### src/rtl/cb_obi_arb_pkg.sv
// Width helpers and ID type for the round-robin OBI arbiter and its ID FIFO.
package cb_obi_arb_pkg;

  localparam int unsigned DEFAULT_NMASTER         = 3;
  localparam int unsigned DEFAULT_MAX_OUTSTANDING = 2;

  // An ID must hold a master index; a 2-master system still needs one bit.
  function automatic int unsigned id_width(input int unsigned n);
    return ($clog2(n) > 1) ? $clog2(n) : 1;
  endfunction

  function automatic int unsigned cnt_width(input int unsigned depth);
    return $clog2(depth + 1);
  endfunction

  localparam int unsigned CB_OBI_ID_W  = id_width(DEFAULT_NMASTER);
  localparam int unsigned CB_OBI_CNT_W = cnt_width(DEFAULT_MAX_OUTSTANDING);

  typedef logic [CB_OBI_ID_W-1:0] cb_obi_id_t;

endpackage

### src/rtl/obi_pkg.sv
// OBI bus request/response types shared by the X-HEEP external master ports.
package obi_pkg;

  typedef struct packed {
    logic        req;
    logic        we;
    logic [3:0]  be;
    logic [31:0] addr;
    logic [31:0] wdata;
  } obi_req_t;

  typedef struct packed {
    logic        gnt;
    logic        rvalid;
    logic [31:0] rdata;
  } obi_resp_t;

endpackage

### src/rtl/cb_id_fifo.sv
// Small synchronous FIFO holding the master index of each granted, not yet
// answered transaction; pointers wrap modulo DEPTH (any depth >= 1).
module cb_id_fifo
  import cb_obi_arb_pkg::*;
#(
  parameter int unsigned DEPTH = 2,
  parameter int unsigned WIDTH = 2
) (
  input  logic                          clk_i,
  input  logic                          rst_ni,
  input  logic                          push_i,
  input  logic                          pop_i,
  input  logic [WIDTH-1:0]              data_i,
  output logic                          full_o,
  output logic                          empty_o,
  output logic [WIDTH-1:0]              head_o,
  output logic [$clog2(DEPTH+1)-1:0]    count_o
);

  localparam int unsigned PtrW = (DEPTH > 1) ? $clog2(DEPTH) : 1;
  localparam int unsigned CntW = cnt_width(DEPTH);

  typedef logic [PtrW-1:0] ptr_t;

  logic [WIDTH-1:0] mem_q [DEPTH];
  ptr_t             wr_ptr_q, rd_ptr_q;
  logic [CntW-1:0]  count_q, count_d;
  logic             do_push, do_pop;

  function automatic ptr_t wrap_inc(input ptr_t p);
    return (p == ptr_t'(DEPTH - 1)) ? '0 : p + ptr_t'(1);
  endfunction

  assign full_o  = (count_q == CntW'(DEPTH));
  assign empty_o = (count_q == '0);
  assign head_o  = mem_q[rd_ptr_q];
  assign count_o = count_q;

  assign do_push = push_i & ~full_o;
  assign do_pop  = pop_i & ~empty_o;

  always_comb begin
    // NOTE: every combinational output gets a default first, so no path
    // through the block leaves it unassigned and no latch is inferred.
    count_d = count_q;
    case ({do_push, do_pop})
      2'b10:   count_d = count_q + CntW'(1);
      2'b01:   count_d = count_q - CntW'(1);
      default: count_d = count_q;
    endcase
  end

  always_ff @(posedge clk_i or negedge rst_ni) begin
    // NOTE: state flops use non-blocking assignments so every flop samples
    // the pre-edge values regardless of statement order.
    if (!rst_ni) begin
      wr_ptr_q <= '0;
      rd_ptr_q <= '0;
      count_q  <= '0;
    end else begin
      if (do_push) wr_ptr_q <= wrap_inc(wr_ptr_q);
      if (do_pop)  rd_ptr_q <= wrap_inc(rd_ptr_q);
      count_q <= count_d;
    end
  end

  // NOTE: the storage array is deliberately not reset; an entry is only read
  // after it has been written, and a reset-free array maps to plain RAM/flops.
  always_ff @(posedge clk_i) begin
    if (do_push) mem_q[wr_ptr_q] <= data_i;
  end

endmodule

### src/rtl/cb_obi_rr_arbiter.sv
// Round-robin N-to-1 OBI arbiter: serialises master requests onto one slave
// port and routes each rvalid/rdata back to its issuer through an ID FIFO.
module cb_obi_rr_arbiter
  import obi_pkg::*;
  import cb_obi_arb_pkg::*;
#(
  parameter int NMASTER         = 3,
  parameter int MAX_OUTSTANDING = 2
) (
  input  logic                                clk_i,
  input  logic                                rst_ni,
  input  obi_req_t                            master_req_i  [NMASTER],
  output obi_resp_t                           master_resp_o [NMASTER],
  output obi_req_t                            slave_req_o,
  input  obi_resp_t                           slave_resp_i,
  output logic [$clog2(MAX_OUTSTANDING+1)-1:0] outstanding_o,
  output logic                                err_o
);

  localparam int unsigned IdW = id_width(NMASTER);

  typedef logic [IdW-1:0] id_t;

  id_t  rr_ptr_q, rr_ptr_d;
  id_t  lock_idx_q;
  logic lock_q, lock_d;
  logic err_q, err_d;
  id_t  sel, head;
  logic any_req, handshake, pop;
  logic fifo_full, fifo_empty;

  // Scan from rr_ptr for the first requester; a stalled address phase keeps
  // its index so the request seen by the slave cannot change before gnt.
  always_comb begin
    int  idx;
    id_t cand;
    idx     = 0;
    cand    = '0;
    sel     = rr_ptr_q;
    any_req = 1'b0;
    if (lock_q) begin
      sel     = lock_idx_q;
      any_req = master_req_i[lock_idx_q].req;
    end else begin
      for (int k = 0; k < NMASTER; k++) begin
        idx = int'(rr_ptr_q) + k;
        if (idx >= NMASTER) idx = idx - NMASTER;
        cand = id_t'(idx);
        if (!any_req && master_req_i[cand].req) begin
          any_req = 1'b1;
          sel     = cand;
        end
      end
    end
  end

  always_comb begin
    slave_req_o     = master_req_i[sel];
    slave_req_o.req = any_req & ~fifo_full;
  end

  assign handshake = slave_req_o.req & slave_resp_i.gnt;
  assign pop       = slave_resp_i.rvalid & ~fifo_empty;
  assign lock_d    = slave_req_o.req & ~slave_resp_i.gnt;
  assign err_d     = err_q | (slave_resp_i.rvalid & fifo_empty);

  always_comb begin
    rr_ptr_d = rr_ptr_q;
    if (handshake) rr_ptr_d = (sel == id_t'(NMASTER - 1)) ? '0 : sel + id_t'(1);
  end

  always_comb begin
    for (int i = 0; i < NMASTER; i++) begin
      master_resp_o[i].gnt    = handshake && (sel == id_t'(i));
      master_resp_o[i].rvalid = pop && (head == id_t'(i));
      master_resp_o[i].rdata  = slave_resp_i.rdata;
    end
  end

  always_ff @(posedge clk_i or negedge rst_ni) begin
    if (!rst_ni) begin
      rr_ptr_q   <= '0;
      lock_q     <= 1'b0;
      lock_idx_q <= '0;
      err_q      <= 1'b0;
    end else begin
      rr_ptr_q <= rr_ptr_d;
      lock_q   <= lock_d;
      if (lock_d) lock_idx_q <= sel;
      err_q    <= err_d;
    end
  end

  assign err_o = err_q;

  cb_id_fifo #(
    .DEPTH (MAX_OUTSTANDING),
    .WIDTH (IdW)
  ) u_id_fifo (
    .clk_i   (clk_i),
    .rst_ni  (rst_ni),
    .push_i  (handshake),
    .pop_i   (pop),
    .data_i  (sel),
    .full_o  (fifo_full),
    .empty_o (fifo_empty),
    .head_o  (head),
    .count_o (outstanding_o)
  );

endmodule

### config.mk
export PLATFORM = sky130hd
export DESIGN_NAME = cb_obi_rr_arbiter
export DESIGN_NICKNAME = d
export VERILOG_FILES = /design/src/rtl/cb_obi_arb_pkg.sv /design/src/rtl/obi_pkg.sv /design/src/rtl/cb_id_fifo.sv /design/src/rtl/cb_obi_rr_arbiter.sv
export SDC_FILE = /design/constraint.sdc
export NUM_CORES = 1
export LEC_CHECK = 0
export ABC_AREA = 1
export BUFFER_PORTS_ARGS = -buffer_cell sky130_fd_sc_hd__clkbuf_2
export CAP_MARGIN = 0
export CORE_AREA = 3 3 164 166
export CTS_BUF_LIST = sky130_fd_sc_hd__clkbuf_8
export CTS_CLUSTER_DIAMETER = 150
export CTS_CLUSTER_SIZE = 25
export DETAILED_ROUTE_END_ITERATION = 6
export DIE_AREA = 0 0 167 169
export PLACE_DENSITY = 0.5
export SYNTH_ARGS = -nofsm -noshare
export SYNTH_HDL_FRONTEND = slang
export SYNTH_HIERARCHICAL = 1
export SYNTH_SLANG_ARGS = --single-unit
export TNS_END_PERCENT = 1
### constraint.sdc
create_clock -name clk_i -period 4.6 [get_ports clk_i]
set_input_delay 0.23 -clock clk_i [delete_from_list [all_inputs] [get_ports clk_i]]
set_output_delay 0.23 -clock clk_i [all_outputs]
set_load 0.01 [all_outputs]
==> results.yml, run 1 <==
sta:
  min_period_ns: 3.73
  finClkSkew_ns: 0.00570
  rsz0062_at_grt: "no"
  hold_viol: 0
  clock.fmax_mhz: 268
  setup_viol: 0
  relSlewSlack: 0.349
  period_share: 0.810
  drv_slew: 0
  worst_pin_slew_ns: 0.976
  setup-tns-final_ns: 0
power:
  power_density_nw_per_um2: 963
  p_leak_nw: 3.06
  vdd_drop_max_v: 0.000427
logic_synthesis:
  synth.most_common_cell: "nand2_1"
  synth_top_area_cell: "nand2_1"
  synthTopCellsByCount: "nand2_1, buf_4, nand4_1"
  ys_async_sr_fraction: 0.714
  synthesis.nets: 960
  synth-edff-count: 4
  avgSynthCellArea_um2: 5.59
  ys_dominant_reg_cell: "dfrtp_1"
  yosys_warnings: 6
  synth_seq_cells: 14
  synth_area_leaders: "nand2_1, buf_4, nand4_1, nand3_1, dfrtp_1"
  synth.distinct_cells: 31
  ys_seq_area_frac: 0.0934
  yosysTopAreaCellShare: 0.297
  syn_inst: 709
  syn-cell-area_um2: 3960
route:
  first_iter_violations: 272
  wl_per_cell_um: 14.4
  drt_first_pass_iters: 5
  ant_nets: 0
  post-route-drc-count: 0
  routed_wl_mm: 17.3
  vias_per_cell: 4.23
  dr_total_vias: 5070
final_layout:
  nets: 1117
  syn_to_final_growth_pct: 24.3
  diodes: 0
  fin_util: 0.191
  drive_above_1_share: 0.395
floorplan:
  die_y_um: 169
  boundaryPins: 421
  die_area_um2: 28200
  die_x_um: 167
  row_count: 59
  initial_utilization: 0.154
  core_region_area_um2: 25800
critical_path:
  worstPathMaxFanout: 72
  crit_required_ns: 4.37
  cp-end-kind: "output port"
  worstPathArrival_ns: 3.50
  crit_path_start_kind: "flop"
  ff2ff_setup_slack_ns: 1.59
  crit_type: "flop to output port"
grt:
  grtUsageTotal: 0.113
  grt_start_max_net_pins: 74
  grt_pass1_vias: 5002
  grt_pass1_wl_mm: 26.2
  antenna_found_initial: 0
  grt.overflow.total: 0
placed_design:
  portBuffers: 292
  gp_congestion: 0.849
  dp_hpwl_mm: 12.9
clock_tree:
  cts_tree: "yes"
  clk_path_buf_depth: 2
  htreeDepth: 1
  cts-root-buf: "clkbuf_8"
  post-cts-setup-buffer-count: 0
  cts_buffers: 3
  clk_pin_slew_ns: 0.06
  clock_latency_ns: 0.25
  cts_sinks: 14
  cts-resized-gates: 0
run:
  maxCapViolations: 0
hold_path:
  hold_path_class: "primary input to flop"
outcome:
  status: "finished clean"
state kept, by name, indices dropped and copies added (netlist names):
name                flops
err_o                   1
u_id_fifo/rd_ptr_q      1
lock_q                  1
u_id_fifo/count_o       2
lock_idx_q              2
u_id_fifo/mem_q         4
u_id_fifo/wr_ptr_q      1
rr_ptr_q                2
what timing repair did:
item	in CTS	in global routing
hold buffers	1	0
hold endpoints to repair	10	0
endpoints found under the setup margin	0	0
cell families (layout without fill, tap and decap cells):
logic type / after synthesis / after routing / share of synthesized area
AND/OR/NAND/NOR: 498 / 498 / 0.580
flip-flops: 14 / 14 / 0.0934
AO/OA/AOI/OAI: 12 / 12 / 0.0208
adder cells (fa/ha/maj): 5 / 5 / 0.0158
buffers and inverters: 179 / 335 / 0.288
XOR/XNOR: 1 / 1 / 0.00221
worst max-delay path: stages, from the launching register on:
cell	delay (ns)
dfrtp_1	0.42
inv_1	0.09
ha_1	0.38
inv_2	0.06
nand2_1	0.07
nand2_2	0.07
a21oi_4	0.16
nand3_1	0.14
nand2_2	0.10
nand3_4	0.35
nand2_4	0.82
nand2_1	0.12
nand2_1	0.15
nand2_1	0.07
nand2_1	0.10
clkbuf_2	0.13
area by class of cell:
type / count / area [um2]
Clock buffer: 3 / 41.3
Multi-Input combinational cell: 516 / 2460
Fill cell: 3057 / 20800
Sequential cell: 14 / 370
Timing Repair Buffer: 298 / 1510
Tap cell: 335 / 419
Inverter: 33 / 124
Clock inverter: 1 / 3.75
per-stage QoR:
stage	cell area (um2)	total power, mW	worst slack (ns)	std cells	hold slack [ns]
final	4930	4.75	0.872	1200	0.194
after global routing	4930	5.31	0.498	1200	0.206
after CTS	4930	4.81	0.828	1200	0.186
after detailed placement	4870	4.69	1.10	1195	0.128
after global placement	4870	4.68	1.17	1195	0.127
after floorplan	3960	3.38	2.16	709	-0.0656
power breakdown:
group / leakage, nW / internal (mW) / switching [mW]
clock: 0.0231 / 0.0591 / 0.0444
combinational: 2.88 / 1.37 / 3.04
sequential: 0.157 / 0.194 / 0.0404
final timing paths:
check / start / to / cells past startpoint
worst min-delay path: slave_resp_i[32] / err_o / 2
worst min register to register: err_o / err_o / 1
worst max register to register: rr_ptr_q[0] / u_id_fifo/mem_q[0][1] / 12
worst max-delay path: rr_ptr_q[0] / slave_req_o[18] / 15
max in group asynchronous: rst_ni / rr_ptr_q[0] / 2
min in group asynchronous: rst_ni / u_id_fifo/count_o[1] / 2
per-layer routing:
metal / track usage / part of all wire
met5: 0 / 0
met4: 0.0513 / 0.044
met3: 0.0189 / 0.091
met2: 0.192 / 0.46
met1: 0.140 / 0.40
cell usage in the layout (no fill, tap or decap), types with 5 or more instances in the layout:
master    instances
nand3_2          11
clkbuf_2        292
dfrtp_1          10
ha_1              5
buf_4             5
inv_2            10
nand4_1          73
nor2_1            8
nand3_1          72
inv_1            23
nand2_2           8
nand2_1         312
Power figures use the tool's default switching activity.
==> run 2: changes to the inputs <==
--- a/config.mk
+++ b/config.mk
@@ -5,16 +5,16 @@
 export SDC_FILE = /design/constraint.sdc
 export NUM_CORES = 1
 export LEC_CHECK = 0
-export ABC_AREA = 1
+export ABC_AREA = 0
 export BUFFER_PORTS_ARGS = -buffer_cell sky130_fd_sc_hd__clkbuf_2
 export CAP_MARGIN = 0
-export CORE_AREA = 3 3 164 166
+export CORE_AREA = 3 3 161 163
 export CTS_BUF_LIST = sky130_fd_sc_hd__clkbuf_8
 export CTS_CLUSTER_DIAMETER = 150
 export CTS_CLUSTER_SIZE = 25
 export DETAILED_ROUTE_END_ITERATION = 6
-export DIE_AREA = 0 0 167 169
-export PLACE_DENSITY = 0.5
+export DIE_AREA = 0 0 164 166
+export PLACE_DENSITY = 0.49
 export SYNTH_ARGS = -nofsm -noshare
 export SYNTH_HDL_FRONTEND = slang
 export SYNTH_HIERARCHICAL = 1
==> constraint.sdc (replaced) <==
create_clock -name clk_i -period 3.2 [get_ports clk_i]
set_input_delay 0.16 -clock clk_i [delete_from_list [all_inputs] [get_ports clk_i]]
set_output_delay 0.16 -clock clk_i [all_outputs]
set_load 0.01 [all_outputs]
==> run 2 against run 1 <==
  * Power grew 35%
  * Worst setup slack worse by 0.74 ns
  * Worst hold slack lost 0.057 ns
  * Sequential cell count is the same
  * Global-route usage decreased by 1.1 points
  * Non-clock buffer count increased by 21
  * Synthesized cell count decreased by 49%
  * Clock-buffer cell count up 1
  * Design area decreased by 5.3%
  * Area after synthesis down 19%
  * Sequential share of layout area is 0.45 points higher
  * First-iteration DRC count fell by 54%
  * Largest cell class unchanged
==> results.yml, run 2 <==
outcome:
  status: "finished clean"
critical_path:
  cp_cell_sequence: "ha_4, mux2i_4, o21a_1, a311oi_2, o41a_1, nor2b_4, buf_12, buf_4, o2bb2ai_1, clkbuf_2"
  cp_slowest_cell: "o41a_1"
  cp_num_buf_inv: 3
  crit_path_start_kind: "flop"
  worstPathMaxFanout: 32
  worstPathArrival_ns: 2.90
  crit_family: "compound AO/OA/AOI/OAI gates"
  reg2reg_from: "rr_ptr_q[1]"
  reg2regPathDepth: 11
  cp-end-kind: "output port"
  ff2ff_setup_slack_ns: 0.68
  slowest_delay_ns: 0.49
  cp.depth: 10
  crit_required_ns: 3.04
  crit_type: "flop to output port"
  rr_endpoint: "u_id_fifo/count_o[1]"
sta:
  period_share: 0.958
  finClkSkew_ns: 0.00101
  drv_slew: 0
  clock.fmax_mhz: 326
  relSlewSlack: 0.700
  min_period_ns: 3.06
  setup_viol: 0
  hold_viol: 0
  worst_pin_slew_ns: 0.449
grt:
  grt_pass1_vias: 3586
  antenna_found_initial: 3
  grtUsageTotal: 0.102
  grt_pass1_wl_mm: 21.8
  grt_start_max_net_pins: 75
  grt.overflow.total: 0
logic_synthesis:
  synth-edff-count: 4
  synthesis.nets: 611
  synth_area_leaders: "buf_4, mux2i_1, o2bb2ai_1, dfrtp_1, o2bb2ai_2"
  synthTopCellsByCount: "buf_4, mux2i_1, o2bb2ai_1"
  ys_dominant_reg_cell: "dfrtp_1"
  ys_async_sr_fraction: 0.714
  synth_top_area_cell: "buf_4"
  yosys_warnings: 6
  synth.most_common_cell: "buf_4"
  ys_seq_area_frac: 0.115
  yosysTopAreaCellShare: 0.230
  synth_seq_cells: 14
  syn-cell-area_um2: 3230
  synth.distinct_cells: 44
  avgSynthCellArea_um2: 8.96
  syn_inst: 360
clock_tree:
  htreeDepth: 1
  clk_path_buf_depth: 2
  cts_buffers: 3
  cts_tree: "yes"
  clk_pin_slew_ns: 0.06
  cts_sinks: 14
  cts-root-buf: "clkbuf_8"
  clock_latency_ns: 0.24
placed_design:
  dp_hpwl_mm: 12.8
  gp_congestion: 0.841
  dp_cells: 869
  post_dp_cell_area_um2: 4390
  portBuffers: 292
final_layout:
  instances_no_fill: 886
  syn_to_final_growth_pct: 44.7
  regMostFlops: "u_id_fifo/mem_q"
  fillers: 2755
  layout_commonest_cell: "clkbuf_2"
  drive_above_1_share: 0.633
  final_cell_mix: "clkbuf_2, mux2i_1, o2bb2ai_1, buf_4, inv_1"
  nets: 813
  largest_reg_flops: 4
  fin_area_um2: 4670
floorplan:
  die_area_um2: 27200
  die_x_um: 164
  row_count: 57
  initial_utilization: 0.132
  core_region_area_um2: 24500
  boundaryPins: 421
  die_y_um: 166
route:
  vias_per_cell: 3.81
  dr_total_vias: 3377
  post-route-drc-count: 0
  drt_first_pass_iters: 4
  wl_per_cell_um: 16.8
  first_iter_violations: 126
  ant_nets: 0
  routed_wl_mm: 14.9
power:
  p_leak_nw: 2.41
  power_density_nw_per_um2: 1370
  vdd_drop_max_v: 0.000537
hold_path:
  hold_path_class: "primary input to flop"
  holdPathEnd: "err_o"
  whs_path_depth: 2
  hp-start: "slave_resp_i[32]"
run:
  maxCapViolations: 0
[run 2: worst max-delay path by stage]
stage / from / end / slack, ns
finish: rr_ptr_q[1] / slave_req_o[47] / 0.14
global route: rr_ptr_q[0] / slave_req_o[9] / -0.006
CTS: rr_ptr_q[1] / slave_req_o[38] / 0.03
detailed placement: rr_ptr_q[0] / slave_req_o[41] / 0.02
global placement: rr_ptr_q[0] / slave_req_o[41] / 0.03
floorplan: rr_ptr_q[0] / slave_req_o[28] / 0.61
[run 2: power breakdown]
| part | internal (mW) | switching [mW] |
|---|---|---|
| logic | 2.71 | 3.16 |
| clock network | 0.109 | 0.0624 |
| registers | 0.281 | 0.0762 |
[run 2: through the flow]
stage / util / worst slack [ns] / TNS [ns] / total power, mW / hold WS, ns
after floorplan: - / 0.612 / 0 / 3.87 / -0.136
after global routing: 0.191 / -0.00551 / -0.00774 / 6.88 / 0.145
after global placement: 0.179 / 0.0290 / 0 / 5.80 / 0.0401
final: 0.191 / 0.136 / 0 / 6.40 / 0.137
after detailed placement: 0.179 / 0.0176 / 0 / 5.82 / 0.0429
after CTS: 0.186 / 0.0293 / 0 / 6.20 / 0.125
[run 2: metal layers]
metal / vias to the layer above / part of all wire / track usage
met5: - / 0.0024 / 0
met4: 6 / 0.0090 / 0.0147
met3: 14 / 0.092 / 0.0309
met2: 204 / 0.50 / 0.181
met1: 1515 / 0.40 / 0.123
li1: 1638 / - / -
[run 2: cell families (layout without fill, tap and decap cells)]
family	after synthesis	after routing	synth area share
adder cells (fa/ha/maj)	5	5	0.0194
AO/OA/AOI/OAI	88	88	0.250
other	0	1	0
AND/OR/NAND/NOR	36	36	0.0625
multiplexers	78	78	0.244
buffers and inverters	134	335	0.296
XOR/XNOR	5	5	0.0136
flip-flops	14	14	0.115
[run 2: timing repair]
action / 4_1_cts / 5_1_grt
resized for setup: 7 / 14
pin swaps: 1 / 2
gates cloned: 0 / 1
hold buffers: 1 / 0
buffers inserted: 6 / 4
setup endpoints to repair: 68 / 69
hold endpoints to repair: 10 / 0
[run 2: final cells by class]
type | instances | area (um2) | area share
multi-input combinational | 212 | 2020 | 0.433
timing repair buffer | 319 | 1770 | 0.378
tap | 324 | 405 | 0.0868
sequential | 14 | 372 | 0.0796
clock buffer | 4 | 55.1 | 0.0118
inverter | 12 | 45.0 | 0.00965
antenna | 1 | 2.50 | 0.000536
